## src/rtl/leaf_fifo_pkg.sv

```systemverilog
// Shared constants, pointer sizing helper and status record for leaf stream FIFOs.
package leaf_fifo_pkg;

  localparam int unsigned DEFAULT_DATA_W = 8;
  localparam int unsigned DEFAULT_DEPTH  = 4;
  localparam int unsigned STATUS_CNT_W   = $clog2(DEFAULT_DEPTH + 1);

  // Pointer width for a given depth; a depth of 1 still needs one bit.
  function automatic int unsigned ptr_w(input int unsigned depth);
    int unsigned w;
    w = $clog2(depth);
    return (w < 1) ? 1 : w;
  endfunction

  // Snapshot used by hierarchy-level monitors.
  typedef struct packed {
    logic                    full;
    logic                    empty;
    logic [STATUS_CNT_W-1:0] count;
  } fifo_status_t;

endpackage

```

## src/rtl/leaf_stream_fifo.sv

```systemverilog
// Valid/ready stream buffer with live occupancy and a clearable high-water mark.
module leaf_stream_fifo
  import leaf_fifo_pkg::*;
#(
  parameter  int unsigned DATA_W = DEFAULT_DATA_W,
  parameter  int unsigned DEPTH  = DEFAULT_DEPTH,
  localparam int unsigned CNT_W  = $clog2(DEPTH + 1)
) (
  input  logic              clk,
  input  logic              rst_n,
  input  logic              in_valid,
  output logic              in_ready,
  input  logic [DATA_W-1:0] in_data,
  output logic              out_valid,
  input  logic              out_ready,
  output logic [DATA_W-1:0] out_data,
  output logic [CNT_W-1:0]  count,
  output logic [CNT_W-1:0]  peak,
  input  logic              peak_clr
);

  localparam int unsigned PTR_W = ptr_w(DEPTH);

  logic [DATA_W-1:0] mem_q [DEPTH];
  logic [PTR_W-1:0]  wr_ptr_q, wr_ptr_d;
  logic [PTR_W-1:0]  rd_ptr_q, rd_ptr_d;
  logic [CNT_W-1:0]  count_q, count_d;
  logic [CNT_W-1:0]  peak_q, peak_d;
  logic              push, pop;

  // Handshake status straight from occupancy; in_ready is held low during reset.
  always_comb begin
    in_ready  = (count_q != CNT_W'(DEPTH)) & rst_n;
    out_valid = (count_q != '0);
    push      = in_valid & in_ready;
    pop       = out_valid & out_ready;
    out_data  = mem_q[rd_ptr_q];
    count     = count_q;
    peak      = peak_q;
  end

  // Next-state for pointers, occupancy and the high-water mark.
  always_comb begin
    wr_ptr_d = wr_ptr_q;
    rd_ptr_d = rd_ptr_q;
    count_d  = count_q;
    peak_d   = peak_q;
    if (push) begin
      wr_ptr_d = (wr_ptr_q == PTR_W'(DEPTH - 1)) ? '0 : wr_ptr_q + 1'b1;
    end
    if (pop) begin
      rd_ptr_d = (rd_ptr_q == PTR_W'(DEPTH - 1)) ? '0 : rd_ptr_q + 1'b1;
    end
    if (push && !pop) begin
      count_d = count_q + 1'b1;
    end else if (pop && !push) begin
      count_d = count_q - 1'b1;
    end
    if (peak_clr) begin
      peak_d = count_d;
    end else if (count_d > peak_q) begin
      peak_d = count_d;
    end
  end

  // Control registers, all cleared by reset.
  always_ff @(posedge clk) begin
    if (!rst_n) begin
      wr_ptr_q <= '0;
      rd_ptr_q <= '0;
      count_q  <= '0;
      peak_q   <= '0;
    end else begin
      wr_ptr_q <= wr_ptr_d;
      rd_ptr_q <= rd_ptr_d;
      count_q  <= count_d;
      peak_q   <= peak_d;
    end
  end

  // Storage array; not reset, writes only on an accepted push.
  always_ff @(posedge clk) begin
    if (push) begin
      mem_q[wr_ptr_q] <= in_data;
    end
  end

endmodule

```

## config.mk

```make
export PLATFORM = sky130hd
export DESIGN_NAME = leaf_stream_fifo
export DESIGN_NICKNAME = d
export VERILOG_FILES = /design/src/rtl/leaf_fifo_pkg.sv /design/src/rtl/leaf_stream_fifo.sv
export SDC_FILE = /design/constraint.sdc
export NUM_CORES = 1
export LEC_CHECK = 0
export CELL_PAD_IN_SITES_DETAIL_PLACEMENT = 1
export CELL_PAD_IN_SITES_GLOBAL_PLACEMENT = 1
export CORE_MARGIN = 1.5
export CORE_UTILIZATION = 44
export CTS_CLUSTER_DIAMETER = 60
export CTS_CLUSTER_SIZE = 40
export DETAILED_ROUTE_END_ITERATION = 6
export GPL_TIMING_DRIVEN = 0
export PLACE_DENSITY_LB_ADDON = 0.1
export SLEW_MARGIN = 20
export SYNTH_ARGS = -nofsm -noshare
export SYNTH_HDL_FRONTEND = slang
export SYNTH_SLANG_ARGS = --single-unit
```

## constraint.sdc

```tcl
create_clock -name clk -period 3.5 [get_ports clk]
set_input_delay 0.875 -clock clk [delete_from_list [all_inputs] [get_ports clk]]
set_output_delay 0.875 -clock clk [all_outputs]
set_load 0.02 [all_outputs]
```

# Word-level counts from Yosys, hierarchy flattened
# Memory sizes are Yosys's and may differ from the RTL's. A register that Yosys moved wholly into a read port is not among the register bits.
# Index checks and enable logic that the tools add are counted.
[totals]
regBits = 10
latchBits = 0
ramBits = 32
mem_bits_ro = 0
in_bits = 13
output_inout_bits = 16
wordCells = 32
mem_count = 1
[memory_table]
columns = ["memory", "depth", "width", "read_ports", "rd_clocked_by_memory_dff", "wr", "line", "source"]
rows = [
  ["mem_q", 4, 8, 1, 1, 1, "leaf_stream_fifo.sv:24", "logic [DATA_W-1:0] mem_q [DEPTH];"],
]
[op_classes]
addsub = 4
mul = 0
div_mod_pow = 0
magnitude_cmp = 1
n_eq_ne = 3
shifts = 0
muxes = 10
bitwise = 3
reduce_logical = 6
[op_table]
columns = ["cell", "n"]
rows = [
  ["3-bit 2-to-1 mux", 4],
  ["2-bit 2-to-1 mux", 4],
  ["2-bit by 1-bit adder with 2-bit output, second input constant", 2],
  ["2-bit == test, second input constant", 2],
  ["3-bit by 1-bit adder with 3-bit output, second input constant", 1],
  ["1-bit bitwise AND", 3],
  ["3-bit greater-than comparator", 1],
  ["3-bit != test, second input constant", 1],
  ["3-bit nonzero test", 1],
  ["3-bit by 1-bit subtractor with 3-bit output, second input constant", 1],
  ["1-bit logical AND", 2],
  ["1-bit logical NOT", 2],
  ["1-bit 2-to-1 mux", 2],
  ["2-bit nonzero test", 1],
]

# Depth between registers and ports, before layout
[depth]
word_depth = 10
ltp_mapped = 11
ltp_nobuf = 11

# Least setup slack after synthesis
# No wires, ideal clock.
[synth_timing]
kind = "input to register"
from = "in rst_n"
to = "reg peak_q[1], in the netlist peak[1]"
setup_time_ns = 0.074
arrival_ns = 2.766
t_required_ns = 3.426
setup_slack_ns = 0.660
cell_stages = 9
n_path_buf = 0
cell_sequence = "a21boi_4 > o211ai_1 > a211o_1 > nand2_1 > ha_1 > nor2b_1 > o211a_1 > or2_2 > a31oi_1"
[synth_between]
elab_chain_len = 8
[synth_rtl]
columns = ["element", "line", "source"]
rows = [
  ["start: declaration", "leaf_stream_fifo.sv:10", "input logic rst_n,"],
  ["1-bit bitwise AND (*)", "leaf_stream_fifo.sv:33", "in_ready = (count_q != CNT_W'(DEPTH)) & rst_n;"],
  ["1-bit bitwise AND (*)", "leaf_stream_fifo.sv:35", "push = in_valid & in_ready;"],
  ["1-bit logical NOT", "leaf_stream_fifo.sv:56", "end else if (pop && !push) begin"],
  ["1-bit logical AND", "leaf_stream_fifo.sv:56", ""],
  ["3-bit 2-to-1 mux", "leaf_stream_fifo.sv:56", ""],
  ["3-bit 2-to-1 mux (*)", "leaf_stream_fifo.sv:54", "if (push && !pop) begin"],
  ["via count_d[1]", "leaf_stream_fifo.sv:27", "logic [CNT_W-1:0] count_q, count_d;"],
  ["3-bit greater-than comparator or 3-bit 2-to-1 mux (tied branches)", "leaf_stream_fifo.sv:61", "end else if (count_d > peak_q) begin"],
  ["2-bit nonzero test (no line) or 3-bit 2-to-1 mux (tied branches)", "-", ""],
  ["end signal: assignment", "leaf_stream_fifo.sv:77", "peak_q <= peak_d;"],
  ["end: declaration", "leaf_stream_fifo.sv:28", "logic [CNT_W-1:0] peak_q, peak_d;"],
]
# The timed path passes the listed nets; every way through them passes the cells marked *. The select of a mux whose other input is x is not followed.
# A chain may end at the register's enable or synchronous reset.

# Final worst setup path
[layout_timing]
from = "in rst_n"
to = "out in_ready"
[layout_between]
elab_chain_len = 1
[layout_rtl]
columns = ["element", "line", "source"]
rows = [
  ["1-bit bitwise AND", "leaf_stream_fifo.sv:33", ""],
  ["end: declaration", "leaf_stream_fifo.sv:12", "output logic in_ready,"],
]
# No other way between the ends.

==> flow_metrics.env <==
export IMPL_reg2reg_depth=11
export IMPL_design_area_um2=2360
export IMPL_slew_headroom=0.662
export IMPL_rsz0062_at_grt="false"
export IMPL_fin_worst_skew_ns=0.00631
export IMPL_swShare=0.350
export IMPL_yosys_cell_types_count=40
export IMPL_finalMaxSlewViolations=0
export IMPL_powerDensity_nw_per_um2=726
export IMPL_max_freq_mhz=301
export IMPL_hold_viol=0
export IMPL_synth_top_cell_by_area="edfxtp_1"
export IMPL_fin_nets=186
export IMPL_numClockSinks=44
export IMPL_async_reset_ff_frac=0
export IMPL_switching_power_uw=601
export IMPL_cts_max_level=2
export IMPL_grt_pass1_vias=1321
export IMPL_dp_cells=205
export IMPL_nFillCells=396
export IMPL_place_gp_congestion=0.796
export IMPL_yosys_most_used_dff="edfxtp_1"
export IMPL_synthToLayoutAreaGrowth_pct=21.4
export IMPL_power_share_clock=0.177
export IMPL_cp_arrival_ns=2.45
export IMPL_clk_latency_ns=0.29
export IMPL_post_route_period_util=0.949
export IMPL_p_leak_nw=0.858
export IMPL_post_cts_buffers=0
export IMPL_seqCellArea_um2=1200
export IMPL_hold_class="register to register"
export IMPL_antenna_cells=0
export IMPL_dpl_cell_area_um2=2280
export IMPL_ant_nets=0
export IMPL_grt_pass1_wl_um=6220
export IMPL_hpwl_um=2800
export IMPL_ctsLongestPathBuffers=2
export IMPL_seqPwrFrac=0.388
export IMPL_multiInputGateArea_um2=676
export IMPL_portBuffers=27
export IMPL_first_pass_iters=4
export IMPL_synth_seq_area_share=0.617
export IMPL_finalSetupViolCount=0
export IMPL_antenna_found_initial=0
export IMPL_synth_edff_count=32
export IMPL_cts_root_buffer="clkbuf_8"
export IMPL_combPwrFrac=0.435
export IMPL_synth_cell_area_um2=1950
export IMPL_chipHeight_um=69.5
export IMPL_critPathKind="input port to primary output"
export IMPL_rows=23
export IMPL_whs_path_depth=2
export IMPL_critPathMaxFanout=9
export IMPL_fin_cells=213
export IMPL_final_util=0.574
export IMPL_die_area_um2=4830
export IMPL_cts_resized_gates=0
export IMPL_cts_hold_buf=0
export IMPL_avgSynthCellArea_um2=15.2
export IMPL_synth_common_cells="edfxtp_1, dfxtp_1, ha_1"
export IMPL_grtUsageTotal=0.168
export IMPL_coreArea_um2=4120
export IMPL_worst_setup_path_end_kind="primary output"
export IMPL_cts_made_buffers=5
export IMPL_cts_tree="yes"
export IMPL_drc=0
export IMPL_peakVddDrop_mv=0.370
export IMPL_overflow=0
export IMPL_required_ns=2.62
export IMPL_vias_per_cell=5.53
export IMPL_ios=29
export IMPL_synthCells=128
export IMPL_syn_nets=152
export IMPL_yosysWarnings=0
export IMPL_synthTopCellsByArea="edfxtp_1, dfxtp_1, mux4_2, ha_1, inv_1"
export IMPL_min_period_ns=3.32
export IMPL_layout_drive_gt1_share=0.184
export IMPL_start_util=0.473
export IMPL_synth_top_cell_area_share=0.494
export IMPL_p_int_mw=1.11
export IMPL_drv_cap=0
export IMPL_tightest_slew_ns=0.507
export IMPL_drt_total_wl_um=3750
export IMPL_start_kind="input port"
export IMPL_grt_max_degree=14
export IMPL_clk_pin_slew_ns=0.07
export IMPL_vias=1178
export IMPL_status="complete, no violations"
export IMPL_wl_per_cell_um=17.6
export IMPL_die_x_um=69.5
export IMPL_drt_iter0_drc=82
export IMPL_ys_seq_elements=44
export IMPL_synth_most_common_cell="edfxtp_1"
## through the flow
step / setup slack (ns) / power (mW) / TNS (ns) / hold slack, ns
2_1_floorplan: 0.660 / 1.17 / 0 / 0.467
3_3_place_gp: -0.0181 / 1.39 / -0.0181 / 0.484
3_5_place_dp: -0.105 / 1.43 / -0.254 / 0.499
4_1_cts: 0.177 / 1.73 / 0 / 0.511
5_1_grt: 0.0392 / 1.82 / 0 / 0.557
6_report: 0.177 / 1.72 / 0 / 0.507
## cell type report
class	count	area share
plain buffers	4	0.0117
clock buffers	6	0.0307
clock inverters	2	0.00477
inverters	11	0.0175
multi-input cells	69	0.286
flip-flops and latches	44	0.508
well taps	50	0.0265
repair buffers	27	0.114
## worst max-delay path, cell delays in order
cell             delay [ns]
clkdlybuf4s50_1        0.57
a21boi_4               0.34
clkdlybuf4s50_1        0.66
## power groups by stage
stage | Clock, mW | Sequential, mW | Combinational, mW
floorplan | 0 | 0.696 | 0.476
global placement | 0 | 0.672 | 0.713
detailed placement | 0 | 0.678 | 0.752
CTS | 0.309 | 0.667 | 0.756
global route | 0.335 | 0.674 | 0.814
finish | 0.304 | 0.666 | 0.747
## state kept, by name, summed over array words and instances, names as in the netlist, named ones only
signal / cells
mem_q: 32
peak: 3
wr_ptr_q: 2
rd_ptr_q: 2
count: 3
## cells by family (layout without fill, tap and decap cells)
family	count (synthesis)	after routing	share of synthesized area
fa+ha+maj	11	11	0.0707
compound gates	23	23	0.0952
simple gates	26	26	0.0772
buf+inv	15	50	0.0354
mux	8	8	0.0926
xor+xnor	1	1	0.0116
flops	44	44	0.617
## routing by layer
layer,GRT usage,part of all wire,up-vias
li1,-,-,552
met1,0.184,0.41,591
met2,0.307,0.54,29
met3,0.0422,0.031,6
met4,0.0719,0.020,0
met5,0,0,-
## placed cells by master, fill, tap and decap left out, drive strengths merged
cell	netlist	layout
nand2b	2	2
nand3	2	2
mux4	8	8
o211a	1	1
and3	4	4
a221oi	2	2
buf	4	4
nor2b	4	4
nor3	1	1
a21oi	2	2
a31oi	1	1
a21boi	4	4
and4b	1	1
o211ai	2	2
a21o	1	1
dfxtp	12	12
ha	11	11
a211oi	1	1
nand2	9	9
edfxtp	32	32
a31o	2	2
clkbuf	0	6
and2	1	1
xnor3	1	1
a211o	1	1
clkdlybuf4s50	0	27
inv	11	11
or2	1	1
or3	1	1
clkinvlp	0	1
clkinv	0	1
o31ai	2	2
o21ai	3	3
o22ai	1	1
## path summary, 6_finish.rpt
check                             endpoint                     start  slack, ns
setup / recovery                  in_ready                     rst_n       0.18
hold / removal    wr_ptr_q[1]$_SDFFE_PN0P_  wr_ptr_q[1]$_SDFFE_PN0P_       0.51
setup reg to reg      peak[1]$_SDFFE_PN0P_       count[0]$_SDFF_PN0_       0.63
hold reg to reg   wr_ptr_q[1]$_SDFFE_PN0P_  wr_ptr_q[1]$_SDFFE_PN0P_       0.51
Power figures use the tool's default switching activity.
